==> src/rtl/chirp_dds.sv <==
// Linear-FM chirp DDS: chirp/tone phase generation feeding a pipelined rotation-mode
// CORDIC that produces the I (cos) and Q (sin) sample streams.
module chirp_dds #(
   parameter int unsigned PHASE_W  = 32,
   parameter int unsigned OUT_W    = 16,
   parameter int unsigned CORDIC_N = 16
) (
   input  logic                     CLOCK,
   input  logic                     RESET,
   input  logic [PHASE_W-5:0]       IF_FREQ,
   input  logic [2:0]               DUC_DCC_ROUTE_CTRL,
   input  logic                     chirp_init,
   input  logic                     chirp_enable,
   input  logic [PHASE_W-1:0]       freq_offset_in,
   input  logic [PHASE_W-1:0]       tuning_word_coeff_in,
   input  logic [31:0]              chirp_count_max_in,
   output logic signed [OUT_W-1:0]  IF_OUT_I,
   output logic signed [OUT_W-1:0]  IF_OUT_Q,
   output logic                     IF_OUT_VALID,
   output logic                     chirp_ready,
   output logic                     chirp_active,
   output logic                     chirp_done
);

   localparam int unsigned ZW    = 16;          // CORDIC angle width, 2^16 = one turn
   localparam int unsigned GUARD = 4;           // extra fraction bits against truncation drift
   localparam int unsigned IW    = OUT_W + 2 + GUARD;

   localparam logic signed [IW-1:0] KPOS = IW'(19898 * (2 ** GUARD));
   localparam logic signed [IW-1:0] KNEG = -KPOS;
   localparam logic signed [IW-1:0] RND  = IW'(2 ** (GUARD - 1));
   localparam logic signed [IW-1:0] OMAX = IW'((2 ** (OUT_W - 1)) - 1);
   localparam logic signed [IW-1:0] OMIN = -OMAX;

   typedef enum logic [1:0] {StIdle, StActive, StDone} state_e;

   state_e             state_q;
   logic [PHASE_W-1:0] phase_q, inc_q, coeff_q, tone_q;
   logic [31:0]        max_q, count_q;
   logic               ready_q, active_q, done_q;

   logic               iss_vld;
   logic [ZW-1:0]      iss_z;

   logic [CORDIC_N:0]     vld_q;
   logic signed [IW-1:0]  x_q [CORDIC_N+1];
   logic signed [IW-1:0]  y_q [CORDIC_N+1];
   logic signed [ZW:0]    z_q [CORDIC_N];

   logic signed [OUT_W-1:0] i_q, q_q;
   logic                    ov_q;

   // atan(2^-i) in 1/65536-turn units
   function automatic logic signed [ZW:0] atan_lut(input int i);
      case (i)
         0:       return 17'sd8192;
         1:       return 17'sd4836;
         2:       return 17'sd2555;
         3:       return 17'sd1297;
         4:       return 17'sd651;
         5:       return 17'sd326;
         6:       return 17'sd163;
         7:       return 17'sd81;
         8:       return 17'sd41;
         9:       return 17'sd20;
         10:      return 17'sd10;
         11:      return 17'sd5;
         12:      return 17'sd3;
         13:      return 17'sd1;
         14:      return 17'sd1;
         default: return 17'sd0;
      endcase
   endfunction

   // Drop guard bits with rounding and clamp symmetrically to the output range
   function automatic logic signed [OUT_W-1:0] round_sat(input logic signed [IW-1:0] v);
      logic signed [IW-1:0] r;
      r = (v + RND) >>> GUARD;
      if (r > OMAX)      return OMAX[OUT_W-1:0];
      else if (r < OMIN) return OMIN[OUT_W-1:0];
      else               return OUT_W'(r);
   endfunction

   // Chirp FSM: latches the sweep parameters at start and steps phase/increment per sample
   always_ff @(posedge CLOCK) begin
      if (RESET) begin
         state_q  <= StIdle;
         phase_q  <= '0;
         inc_q    <= '0;
         coeff_q  <= '0;
         max_q    <= '0;
         count_q  <= '0;
         ready_q  <= 1'b0;
         active_q <= 1'b0;
         done_q   <= 1'b0;
      end else begin
         case (state_q)
            StIdle: begin
               if (chirp_init && chirp_enable && (DUC_DCC_ROUTE_CTRL == 3'b000)) begin
                  state_q  <= StActive;
                  phase_q  <= '0;
                  inc_q    <= freq_offset_in;
                  coeff_q  <= tuning_word_coeff_in;
                  max_q    <= (chirp_count_max_in == 32'd0) ? 32'd1 : chirp_count_max_in;
                  count_q  <= '0;
                  ready_q  <= 1'b0;
                  active_q <= 1'b1;
               end else begin
                  ready_q <= 1'b1;
               end
            end
            StActive: begin
               if (!chirp_enable) begin
                  state_q  <= StIdle;
                  active_q <= 1'b0;
                  ready_q  <= 1'b1;
               end else begin
                  phase_q <= phase_q + inc_q;
                  inc_q   <= inc_q + coeff_q;
                  count_q <= count_q + 32'd1;
                  if (count_q == max_q - 32'd1) begin
                     state_q  <= StDone;
                     active_q <= 1'b0;
                     done_q   <= 1'b1;
                  end
               end
            end
            StDone: begin
               state_q <= StIdle;
               done_q  <= 1'b0;
               ready_q <= 1'b1;
            end
            default: state_q <= StIdle;
         endcase
      end
   end

   // Free-running IF tone accumulator, advances only while the tone route is selected
   always_ff @(posedge CLOCK) begin
      if (RESET) begin
         tone_q <= '0;
      end else if (DUC_DCC_ROUTE_CTRL == 3'b001) begin
         tone_q <= tone_q + {IF_FREQ, 4'b0000};
      end
   end

   // Route select: picks the phase source issued into the CORDIC this cycle
   always_comb begin
      iss_vld = 1'b0;
      iss_z   = phase_q[PHASE_W-1 -: ZW];
      case (DUC_DCC_ROUTE_CTRL)
         3'b000: iss_vld = (state_q == StActive) && chirp_enable;
         3'b001: begin
            iss_vld = 1'b1;
            iss_z   = tone_q[PHASE_W-1 -: ZW];
         end
         default: iss_vld = 1'b0;
      endcase
   end

   // CORDIC pipeline: quadrant pre-rotation, then one micro-rotation per stage
   always_ff @(posedge CLOCK) begin
      if (RESET) begin
         vld_q <= '0;
      end else begin
         vld_q <= {vld_q[CORDIC_N-1:0], iss_vld};
      end
      case (iss_z[ZW-1 -: 2])
         2'b00: begin x_q[0] <= KPOS; y_q[0] <= '0;   end
         2'b01: begin x_q[0] <= '0;   y_q[0] <= KPOS; end
         2'b10: begin x_q[0] <= KNEG; y_q[0] <= '0;   end
         default: begin x_q[0] <= '0; y_q[0] <= KNEG; end
      endcase
      // residual angle is in [0, quarter turn), inside CORDIC convergence range
      z_q[0] <= {3'b000, iss_z[ZW-3:0]};
      for (int i = 0; i < int'(CORDIC_N); i++) begin
         if (!z_q[i][ZW]) begin
            x_q[i+1] <= x_q[i] - (y_q[i] >>> i);
            y_q[i+1] <= y_q[i] + (x_q[i] >>> i);
         end else begin
            x_q[i+1] <= x_q[i] + (y_q[i] >>> i);
            y_q[i+1] <= y_q[i] - (x_q[i] >>> i);
         end
      end
      for (int i = 0; i < int'(CORDIC_N) - 1; i++) begin
         if (!z_q[i][ZW]) z_q[i+1] <= z_q[i] - atan_lut(i);
         else             z_q[i+1] <= z_q[i] + atan_lut(i);
      end
   end

   // Output register: samples forced to zero whenever not valid
   always_ff @(posedge CLOCK) begin
      if (RESET) begin
         i_q  <= '0;
         q_q  <= '0;
         ov_q <= 1'b0;
      end else begin
         ov_q <= vld_q[CORDIC_N];
         i_q  <= vld_q[CORDIC_N] ? round_sat(x_q[CORDIC_N]) : '0;
         q_q  <= vld_q[CORDIC_N] ? round_sat(y_q[CORDIC_N]) : '0;
      end
   end

   assign IF_OUT_I     = i_q;
   assign IF_OUT_Q     = q_q;
   assign IF_OUT_VALID = ov_q;
   assign chirp_ready  = ready_q;
   assign chirp_active = active_q;
   assign chirp_done   = done_q;

endmodule

==> config.mk <==
export PLATFORM = sky130hd
export DESIGN_NAME = chirp_dds
export DESIGN_NICKNAME = d
export VERILOG_FILES = /design/src/rtl/chirp_dds.sv
export SDC_FILE = /design/constraint.sdc
export NUM_CORES = 2
export LEC_CHECK = 0
export BUFFER_PORTS_ARGS = -buffer_cell sky130_fd_sc_hd__buf_2
export CORE_AREA = 4 4 400 402
export CTS_CLUSTER_SIZE = 8
export DETAILED_ROUTE_END_ITERATION = 10
export DIE_AREA = 0 0 404 406
export PLACE_DENSITY = 0.68
export SYNTH_ARGS = -nofsm -noshare
export SYNTH_HDL_FRONTEND = slang
export SYNTH_SLANG_ARGS = --single-unit
==> constraint.sdc <==
create_clock -name CLOCK -period 4.5 [get_ports CLOCK]
set_clock_uncertainty 0.15 [all_clocks]
set_input_delay 0.45 -clock CLOCK [delete_from_list [all_inputs] [get_ports CLOCK]]
set_output_delay 0.45 -clock CLOCK [all_outputs]
set_load 0.01 [all_outputs]
==> results.md <==
* WP buf/inv at 2
* Vias in the first global route at between 60000 and 70000
* Num Clock Sinks at 1172
* CTS tree: yes
* Reg-to-Reg End: y_q[5][20]
* Final ANT Viol Nets at 0
* Hold Path Stages at 4
* R2R cell count at 15
* IO Port Bufs at 166
* WL final at 198000 µm
* Final min period at around 4.2 ns
* Effective utilization at floorplan at 49.8%
* Dpl hpwl at between 150000 and 200000 µm
* Synth area leaders: dfxtp_1 30%, ha_1 15%, xnor2_1 9.1%
* Worst-skew pair later-pin latency at 0.80 ns
* Final WS setup at 0.321 ns
* Hold EP: tone_q[12]
* Final instance area at 87100 µm²
* # placed instances at 11218
* CTS buffer count at 166
* Initial antenna violation count at 1
* Rel. slew slack at 20.0%
* Wire per inst at 17.1 µm
* CTS max path bufs at 3
* Mapped Cells at 9076
* Remaining DRCs at 0
* Post-CTS setup buffers at 0
* Met1 Wirelength at 93000 µm
* GRT Total Usage at 23.7%
* Root Buffer: clkbuf_16
* Core Rows at 145
* WS Path Type: reg -> reg
* Max layer used: met4
* Post-synth EDFFs at 0
* Final setup vio count at 0
* Most used flip-flop cell after synthesis: dfxtp_1
* Clock slew at reported path FFs at 0.05 ns
* Distinct cells, synth at 86
* Startpoint type of the worst setup path: flop
* Top cell type's share of synthesized area at 30.2%
* Met2 wire len at 89400 µm
* Final hold vios at 0
* Fraction of registers with async set/reset at 0%
* Synthesized Nets at 10213
* Die Area at 164000 µm²
* Drt first-iter violations at 4233
* Final clock period utilization by the worst path at around 93%
* Fmax at 0.239 GHz
* Synth cell count leaders: 1172 x dfxtp_1, 959 x ha_1, 863 x a21oi_1
* Chip height at 406 µm
* Final Net Count at 10612
* Worst EP arrival at around 4.7 ns
* Syn-to-layout area delta at 12.2%
* Post-Syn Area per Cell at 8.55 µm²
* Met3 wire len at just over 9000 µm
* Vias per cell at 5.66
* Most frequent cell after synthesis: dfxtp_1
* Worst hold-check path type: in -> reg
* First-pass GRT wire length at 324000 µm
* Final Wtd Congestion at 0.922
* Hold Path Origin: IF_FREQ[8]
* Core area at ~160000 µm²
* FF+latch count, synth at about 1200
* Layout cell share with drive strength beyond 1 at 5.93%
* Area after DPL at 81100 µm²
* Ys Warns at 0
* Die X at 404 µm
* Seq/Total Area, Yosys at 30.2%
* Worst reg-to-reg setup slack at 0.32 ns
* Pin count of the biggest net entering global routing at 79
* Fillers at 13900
* H-tree depth at 4
* Worst path required time at 5.01 ns
* Pre-CTS setup slack at roughly 0.13 ns
* Max FO, Critical Path at 5
* Status: complete, no violations
* Critical-path top delay cell: fa_1
* FF-to-FF Start: x_q[4][4]
* Vias at 65430
* CP endpoint kind: flop
* Slew Limit Fails at 0
* GRT overflow at 0
* Critical path's top delay family: compound AO/OA/AOI/OAI gates
* Worst-Margin Slew at 1.20 ns
* Mapped Area at 77600 µm²
* Non-Filler Instances at approximately 12000
* Yosys top cell by area: dfxtp_1
* Ports at 167
* Crit-path cells: inv_1 > ha_1 > mux2i_1 > fa_1 > a21o_1 > a21oi_1 > nor2b_1 > o21a_1 > o41ai_1 > buf_4 > o221ai_1 > or4_1 > a31oi_1 > o21ai_0 > xor2_1
* Worst path max stage delay at 0.48 ns
* Max-cap viol count at 0
* First-pass DRT Iterations at 6
placed cells by master, fill, tap and decap left out, drive strengths merged, types with 99 or more instances in the layout:
| cell type | n |
|---|---|
| nor2b | 131 |
| a21oi | 863 |
| clkbuf | 180 |
| nand2b | 99 |
| inv | 436 |
| o21ai | 427 |
| nor2 | 844 |
| nand3 | 166 |
| o21bai | 122 |
| ha | 959 |
| a21o | 266 |
| xnor2 | 804 |
| dlygate4sd3 | 147 |
| nand2 | 608 |
| xor2 | 387 |
| buf | 253 |
| dfxtp | 1172 |
| nor3 | 282 |
| o21a | 117 |
sequential cells by signal, indices dropped and copies added, names as in the netlist:
name and flops:
IF_OUT_VALID 1, chirp_done 1, chirp_active 1, vld_q 17, phase_q 32, tone_q 28
inc_q 32, state_q 2, IF_OUT_Q 16, x_q 340, count_q 32, z_q 250
chirp_ready 1, coeff_q 32, y_q 339, max_q 32, IF_OUT_I 16
worst max-delay path by stage:
stage | from | end | slack, ns | depth (start not counted)
2_1_floorplan | z_q[4][16] | y_q[5][20] | 0.19 | 15
3_3_place_gp | x_q[3][3] | y_q[4][21] | 0.30 | 18
3_5_place_dp | x_q[3][3] | y_q[4][21] | 0.13 | 18
4_1_cts | x_q[3][3] | y_q[4][21] | 0.07 | 18
5_1_grt | x_q[4][4] | y_q[5][20] | -0.02 | 16
6_report | x_q[4][4] | y_q[5][20] | 0.32 | 15
area by class of cell:
class,count,area (µm²),share of cell area (%)
clock buffers,180,4300,4.94
multi-input cells,7306,52000,59.7
diodes,1,2.50,0.00287
flip-flops and latches,1172,23500,26.9
repair buffers,400,2960,3.40
inverters,429,1610,1.85
clock inverters,14,209,0.240
well taps,2058,2570,2.96
worst register-to-register path: stages, from the launching register on:
cell	delay (ns)
dfxtp_1	0.45
inv_1	0.08
ha_1	0.28
mux2i_1	0.12
fa_1	0.48
a21o_1	0.18
a21oi_1	0.21
nor2b_1	0.08
o21a_1	0.18
o41ai_1	0.46
buf_4	0.24
o221ai_1	0.15
or4_1	0.44
a31oi_1	0.25
o21ai_0	0.15
xor2_1	0.16
kinds of logic (layout without fill, tap and decap cells):
| group | Yosys count | count (layout) | synth area share, % |
|---|---|---|---|
| AO/OA/AOI/OAI | 2399 | 2399 | 19.5 |
| other | 0 | 1 | 0 |
| adder cells (fa/ha/maj) | 1006 | 1006 | 16.7 |
| AND/OR/NAND/NOR | 2605 | 2605 | 15.9 |
| buffers and inverters | 598 | 1023 | 2.91 |
| flip-flops | 1172 | 1172 | 30.2 |
| multiplexers | 105 | 105 | 1.42 |
| XOR/XNOR | 1191 | 1191 | 13.4 |
layer usage:
| metal | vias up | global-route usage, % |
|---|---|---|
| met5 | - | 0 |
| met4 | 0 | 7.95 |
| met3 | 368 | 3.18 |
| met2 | 1488 | 39.3 |
| met1 | 30583 | 31.8 |
| li1 | 32991 | - |
what timing repair did:
| action | in CTS | in global routing |
|---|---|---|
| endpoints found under the hold margin | 115 | 0 |
| hold buffers | 147 | 0 |
| setup endpoints to repair | 0 | 12 |
| gates resized for setup | 0 | 11 |
per-stage QoR:
| step | TNS, ns | util [%] | hold slack [ns] |
|---|---|---|---|
| 2_1_floorplan | 0 | - | 0.160 |
| 6_report | 0 | 55.8 | 0.0764 |
| 3_3_place_gp | 0 | 52.0 | 0.161 |
| 3_5_place_dp | 0 | 52.0 | 0.162 |
| 5_1_grt | -0.0187 | 55.8 | 0.0753 |
| 4_1_cts | 0 | 55.8 | 0.0161 |
Power is left out: the tool's default activity adds up to more than one toggle a clock period on the data nets, which glitch-free logic cannot reach.
